===== src/rtl/cci_mpf_csr_event_ctr.sv =====
// Event counter bank for the MPF CSR manager: narrow per-event pending accumulators drained
// round-robin through one shared wide adder. Define CCI_MPF_CSR_EVT_OVERFLOW_EN for sticky saturation flags.
module cci_mpf_csr_event_ctr #(
  parameter int N_EVENTS   = 12,
  parameter int CNT_WIDTH  = 64,
  parameter int PEND_WIDTH = 4,
  localparam int IDX_W     = (N_EVENTS > 1) ? $clog2(N_EVENTS) : 1
) (
  input  logic                 clk,
  input  logic                 reset_n,
  input  logic [N_EVENTS-1:0]  events,
  input  logic                 rd_req_valid,
  input  logic [IDX_W-1:0]     rd_req_idx,
  output logic                 rd_req_ready,
  output logic                 rd_rsp_valid,
  output logic [CNT_WIDTH-1:0] rd_rsp_data,
  input  logic                 clr,
  output logic                 clr_busy,
  output logic [N_EVENTS-1:0]  evt_overflow
);

  typedef enum logic {ST_RUN, ST_CLEAR} state_e;

  localparam logic [PEND_WIDTH-1:0] PEND_MAX = '1;
  localparam logic [IDX_W-1:0]      LAST_IDX = IDX_W'(N_EVENTS - 1);

  state_e                 state_q;
  logic [IDX_W-1:0]       rr_ptr_q;
  logic [IDX_W-1:0]       clr_idx_q;
  logic [CNT_WIDTH-1:0]   cnt_q  [N_EVENTS];
  logic [PEND_WIDTH-1:0]  pend_q [N_EVENTS];
  logic [PEND_WIDTH-1:0]  pend_d [N_EVENTS];
  logic                   rd_rsp_valid_q;
  logic [CNT_WIDTH-1:0]   rd_rsp_data_q;

  logic                   sel_valid;
  logic [IDX_W-1:0]       sel_idx;
  logic [CNT_WIDTH-1:0]   cnt_sum;
  logic [CNT_WIDTH-1:0]   rd_peek;
  logic                   rd_accept;
  logic [N_EVENTS-1:0]    drained;

  assign rd_req_ready = (state_q == ST_RUN);
  assign clr_busy     = (state_q == ST_CLEAR);
  assign rd_rsp_valid = rd_rsp_valid_q;
  assign rd_rsp_data  = rd_rsp_data_q;
  assign rd_accept    = rd_req_valid && rd_req_ready;

  // Round-robin pick: first nonzero pending slot at or after rr_ptr_q, wrapping.
  // NOTE: every always_comb output gets a default first so no path leaves it unassigned (no latch).
  always_comb begin
    int cand;
    cand      = 0;
    sel_valid = 1'b0;
    sel_idx   = '0;
    if (state_q == ST_RUN) begin
      for (int off = 0; off < N_EVENTS; off++) begin
        cand = int'(rr_ptr_q) + off;
        if (cand >= N_EVENTS) cand = cand - N_EVENTS;
        if (!sel_valid && pend_q[IDX_W'(cand)] != '0) begin
          sel_valid = 1'b1;
          sel_idx   = IDX_W'(cand);
        end
      end
    end
  end

  assign cnt_sum = cnt_q[sel_idx] + CNT_WIDTH'(pend_q[sel_idx]);

  always_comb begin
    drained = '0;
    for (int i = 0; i < N_EVENTS; i++) begin
      drained[i] = sel_valid && (sel_idx == IDX_W'(i));
    end
  end

  // A drain takes the whole pending value, so the remainder is just this cycle's event.
  always_comb begin
    for (int i = 0; i < N_EVENTS; i++) begin
      pend_d[i] = drained[i] ? '0 : pend_q[i];
      if (state_q == ST_CLEAR && clr_idx_q == IDX_W'(i)) begin
        pend_d[i] = PEND_WIDTH'(events[i]);
      end else if (events[i] && pend_d[i] != PEND_MAX) begin
        pend_d[i] = pend_d[i] + PEND_WIDTH'(1);
      end
    end
  end

  // Response value must include a drain committed in the same cycle as the request.
  always_comb begin
    rd_peek = '0;
    if (int'(rd_req_idx) < N_EVENTS) begin
      if (sel_valid && sel_idx == rd_req_idx) rd_peek = cnt_sum;
      else                                    rd_peek = cnt_q[rd_req_idx];
    end
  end

  // NOTE: the counter and pending arrays are reset explicitly, since reads must return 0 after reset.
  // NOTE: sequential state uses non-blocking assignments only, so every register sees pre-edge values.
  always_ff @(posedge clk or negedge reset_n) begin
    if (!reset_n) begin
      state_q        <= ST_RUN;
      rr_ptr_q       <= '0;
      clr_idx_q      <= '0;
      rd_rsp_valid_q <= 1'b0;
      rd_rsp_data_q  <= '0;
      for (int i = 0; i < N_EVENTS; i++) begin
        cnt_q[i]  <= '0;
        pend_q[i] <= '0;
      end
    end else begin
      for (int i = 0; i < N_EVENTS; i++) pend_q[i] <= pend_d[i];
      rd_rsp_valid_q <= rd_accept;
      if (rd_accept) rd_rsp_data_q <= rd_peek;
      case (state_q)
        ST_RUN: begin
          if (sel_valid) begin
            cnt_q[sel_idx] <= cnt_sum;
            rr_ptr_q       <= (sel_idx == LAST_IDX) ? '0 : sel_idx + IDX_W'(1);
          end
          if (clr) begin
            state_q   <= ST_CLEAR;
            clr_idx_q <= '0;
          end
        end
        ST_CLEAR: begin
          cnt_q[clr_idx_q] <= '0;
          if (clr_idx_q == LAST_IDX) begin
            state_q   <= ST_RUN;
            rr_ptr_q  <= '0;
            clr_idx_q <= '0;
          end else begin
            clr_idx_q <= clr_idx_q + IDX_W'(1);
          end
        end
        default: state_q <= ST_RUN;
      endcase
    end
  end

`ifdef CCI_MPF_CSR_EVT_OVERFLOW_EN
  logic [N_EVENTS-1:0] ovf_q;

  always_ff @(posedge clk or negedge reset_n) begin
    if (!reset_n) begin
      ovf_q <= '0;
    end else begin
      for (int i = 0; i < N_EVENTS; i++) begin
        if (state_q == ST_CLEAR && clr_idx_q == IDX_W'(i)) begin
          ovf_q[i] <= 1'b0;
        end else if (events[i] && !drained[i] && pend_q[i] == PEND_MAX) begin
          ovf_q[i] <= 1'b1;
        end
      end
    end
  end

  assign evt_overflow = ovf_q;
`else
  assign evt_overflow = '0;
`endif

endmodule

===== config.mk =====
export PLATFORM = sky130hd
export DESIGN_NAME = cci_mpf_csr_event_ctr
export DESIGN_NICKNAME = d
export VERILOG_FILES = /design/src/rtl/cci_mpf_csr_event_ctr.sv
export SDC_FILE = /design/constraint.sdc
export NUM_CORES = 2
export LEC_CHECK = 0
export BUFFER_PORTS_ARGS = -buffer_cell sky130_fd_sc_hd__clkbuf_2
export CORE_MARGIN = 1.5
export CORE_UTILIZATION = 32
export DETAILED_ROUTE_END_ITERATION = 16
export PLACE_DENSITY = 0.56
export SLEW_MARGIN = 30
export SYNTH_ARGS = -nofsm -noshare
export SYNTH_HDL_FRONTEND = slang
export SYNTH_SLANG_ARGS = --single-unit
export TNS_END_PERCENT = 10

===== constraint.sdc =====
create_clock -name clk -period 8.7 [get_ports clk]
set_input_delay 0.87 -clock clk [delete_from_list [all_inputs] [get_ports clk]]
set_output_delay 0.87 -clock clk [all_outputs]
set_load 0.005 [all_outputs]

==> qor.txt <==
Power, Total = 14.7 mW
Row count = 146
Clk root buf = clkbuf_16
Routed length per instance = 26.5 um
Clock slew at reported path FFs = 60 ps
Highest clock rate = 121 MHz
Clk buf depth = 3
Library cells used by synthesis = 113
Pwr Density = 255 nW/um^2
Total of warnings raised by yosys = 0
Dpl cells = 7197
Total routed wirelength = 196000 um
CTS tree = done
Clock period minus worst slack = 8260 ps
PortBufs = 86
DP Wirelength = 112000 um
Clock latency on the worst-skew pair = 750 ps
Finish-stage setup viols = 0
Gpl congestion = 0.871
Initial antenna violation count = 1
CP Data Arrival Time = 8820 ps
Hold Crit Class = in2async
FF+latch count, synth = 890
Core area = 159000 um^2
GRT Util Overall = 0.236
Crit-path max FO = 41
Antenna viol nets, final = 0
Top FF cell, synth = dfrtp_1
Area delta synth->final = 12.3%
Max-slew headroom = 0.244
Max_cap viols = 0
Fillers = 16000
Final Non-Filler Cells = 7382
Met2 usage = 0.374
# clock sinks = 890
Post-route cell area = 57800 um^2
Share of cells above drive strength 1 = 0.143
Drt pass-1 iters = 6
CP endpoint kind = register
First-pass GRT wire length = 293000 um
Largest net degree at the start of global routing = 165
Number of synthesized flops with an enable pin = 0
Synth Cell Area = 51500 um^2
Via/cell ratio = 6.10
CP Launch Type = register
Fin. Hold Viols = 0
IO Pins = 99
DRC errors left = 0
Initial Utilization = 0.324
Die Width = 404 um
Vias post-DR = 45100
Max-slew violation count = 0
Critical Setup Path Class = reg2reg
Setup slack after layout = 438 ps
Sequential cell area fraction in the yosys report = 0.433
GR Util met3 = 0.0422
Post-CTS sizing = 0
GR Util met1 = 0.324
Pin slew with the least headroom to its limit = 1130 ps
FF-to-FF path depth = 26
Die height = 404 um
Asr flop ratio synth = 1.00
Hold bufs inserted after CTS = 0
H-tree depth = 3
Area after DPL = 54000 um^2
Vias in the first global route = 43300
Skew final = 56.9 ps
Worst slack at placement = 245 ps
Max rail drop VDD = 0.171 mV
Syn_area_per_cell = 9.48 um^2
CP required = 9260 ps
CTS buffer count = 101
Die area = 163000 um^2
Busiest grt layer = met2
Syn Inst Count = 5427
Final Cycle Share = 0.950
Initial drt markers = 4799
Gr ovfl total = 0
# Post-CTS Setup Buffers = 0
Nets = 5298
Outcome = finished clean
Leakage = 22.9 nW
## stage by stage
step	hold slack (ps)	TNS (ps)	util
after floorplan	463	-6.39	-
after global placement	462	0	0.339
after detailed placement	468	0	0.340
after CTS	196	0	0.362
after global routing	234	-198	0.364
final	178	0	0.364
## cells in the mapped netlist (45+ instances only)
cell | n | area share
buf_1 | 62 | 0.0045
buf_2 | 45 | 0.0044
nor3_1 | 54 | 0.0053
dfrtp_1 | 890 | 0.43
clkbuf_1 | 398 | 0.029
a22oi_1 | 52 | 0.0076
mux2i_1 | 298 | 0.058
nand2_1 | 578 | 0.042
nand3_1 | 873 | 0.085
o22ai_1 | 98 | 0.012
a21oi_1 | 97 | 0.0094
ha_1 | 47 | 0.011
o21ai_1 | 105 | 0.010
o21ai_0 | 816 | 0.079
xnor2_1 | 50 | 0.0085
mux4_2 | 195 | 0.085
nor2_1 | 78 | 0.0057
## final timing paths
| path | end | from | slack (ps) |
|---|---|---|---|
| max in group asynchronous | cnt_q[491] | reset_n | 6570 |
| worst max-delay path | cnt_q[758] | rr_ptr_q[1] | 440 |
| worst min-delay path | cnt_q[21] | reset_n | 180 |
| min in group clk | pend_q[8] | events[9] | 400 |
| worst max register to register | cnt_q[758] | rr_ptr_q[1] | 440 |
| worst min register to register | rd_rsp_data[1] | rd_rsp_data[1] | 480 |
## cell families after synthesis
| group | share of synthesized area |
|---|---|
| other cells | 0.0000729 |
| mux | 0.144 |
| buf+inv | 0.0513 |
| xor+xnor | 0.0169 |
| simple gates | 0.173 |
| flops | 0.433 |
| compound gates | 0.170 |
| fa+ha+maj | 0.0118 |
## flip-flops by register name (all words and copies together) (netlist names)
signal        count
pend_q           48
cnt_q           768
clr_idx_q         4
clr_busy          1
rr_ptr_q          4
rd_rsp_data      64
rd_rsp_valid      1
## layer usage
| metal | vias to the layer above | wire [um] | part of all wire |
|---|---|---|---|
| met3 | 415 | 17600 | 0.090 |
| met4 | 0 | 6710 | 0.034 |
| met5 | - | 0 | 0 |
| li1 | 19600 | - | - |
| met1 | 22900 | 81500 | 0.42 |
| met2 | 2142 | 90000 | 0.46 |
## area by class of cell
cell class	instances	area, um^2	share of cell area
multi-input cells	3952	27100	0.469
flip-flops and latches	890	22300	0.385
clock buffers	146	3000	0.0519
well taps	2072	2590	0.0449
repair buffers	254	2140	0.0371
clock inverters	35	538	0.00931
inverters	31	123	0.00212
diodes	2	5.00	0.0000866
## cells in the final DEF, fill, tap and decap left out, drive strengths merged, types with 12 or more instances in the layout
cell	instances
a211o	25
a211oi	43
a21oi	98
a22o	15
a22oi	54
a311oi	25
a31oi	32
a32oi	19
and2	39
and3	36
buf	173
clkbuf	227
clkinv	19
conb	12
dfrtp	890
ha	47
inv	34
mux2i	298
mux4	195
nand2	579
nand2b	13
nand3	878
nand4	20
nor2	78
nor2b	12
nor3	57
nor4	22
o211a	16
o211ai	22
o21a	19
o21ai	932
o22ai	98
o31ai	14
or3	16
or4	23
xnor2	52
xor2	45
## report_power, final
group          internal, mW  switching [mW]  leakage [nW]  total [mW]
Sequential             4.39           0.311          12.3        4.71
Clock                  2.69            1.90          1.74        4.59
Combinational          1.60            3.83          8.84        5.44
Total                  8.69            6.05          22.9        14.7
## critical path, cell delays in order, from the launching register on
cell and delay [ps]:
dfrtp_1 340, buf_4 260, ha_2 360, a21bo_1 150, and2_1 180, inv_1 60
ha_1 180, o21ai_0 370, a21oi_1 140, or2_2 300, o2111a_1 340, or4_1 500
a31oi_1 360, o32ai_2 170, and2_4 200, o21ai_4 300, buf_4 370, buf_4 590
mux2i_1 220, o22ai_1 180, or3_1 230, or4bb_1 560, nor4b_2 350, nand4_1 380
nor3_1 440, xnor2_2 300, o22ai_1 190
(Power assumes the default switching activity.)
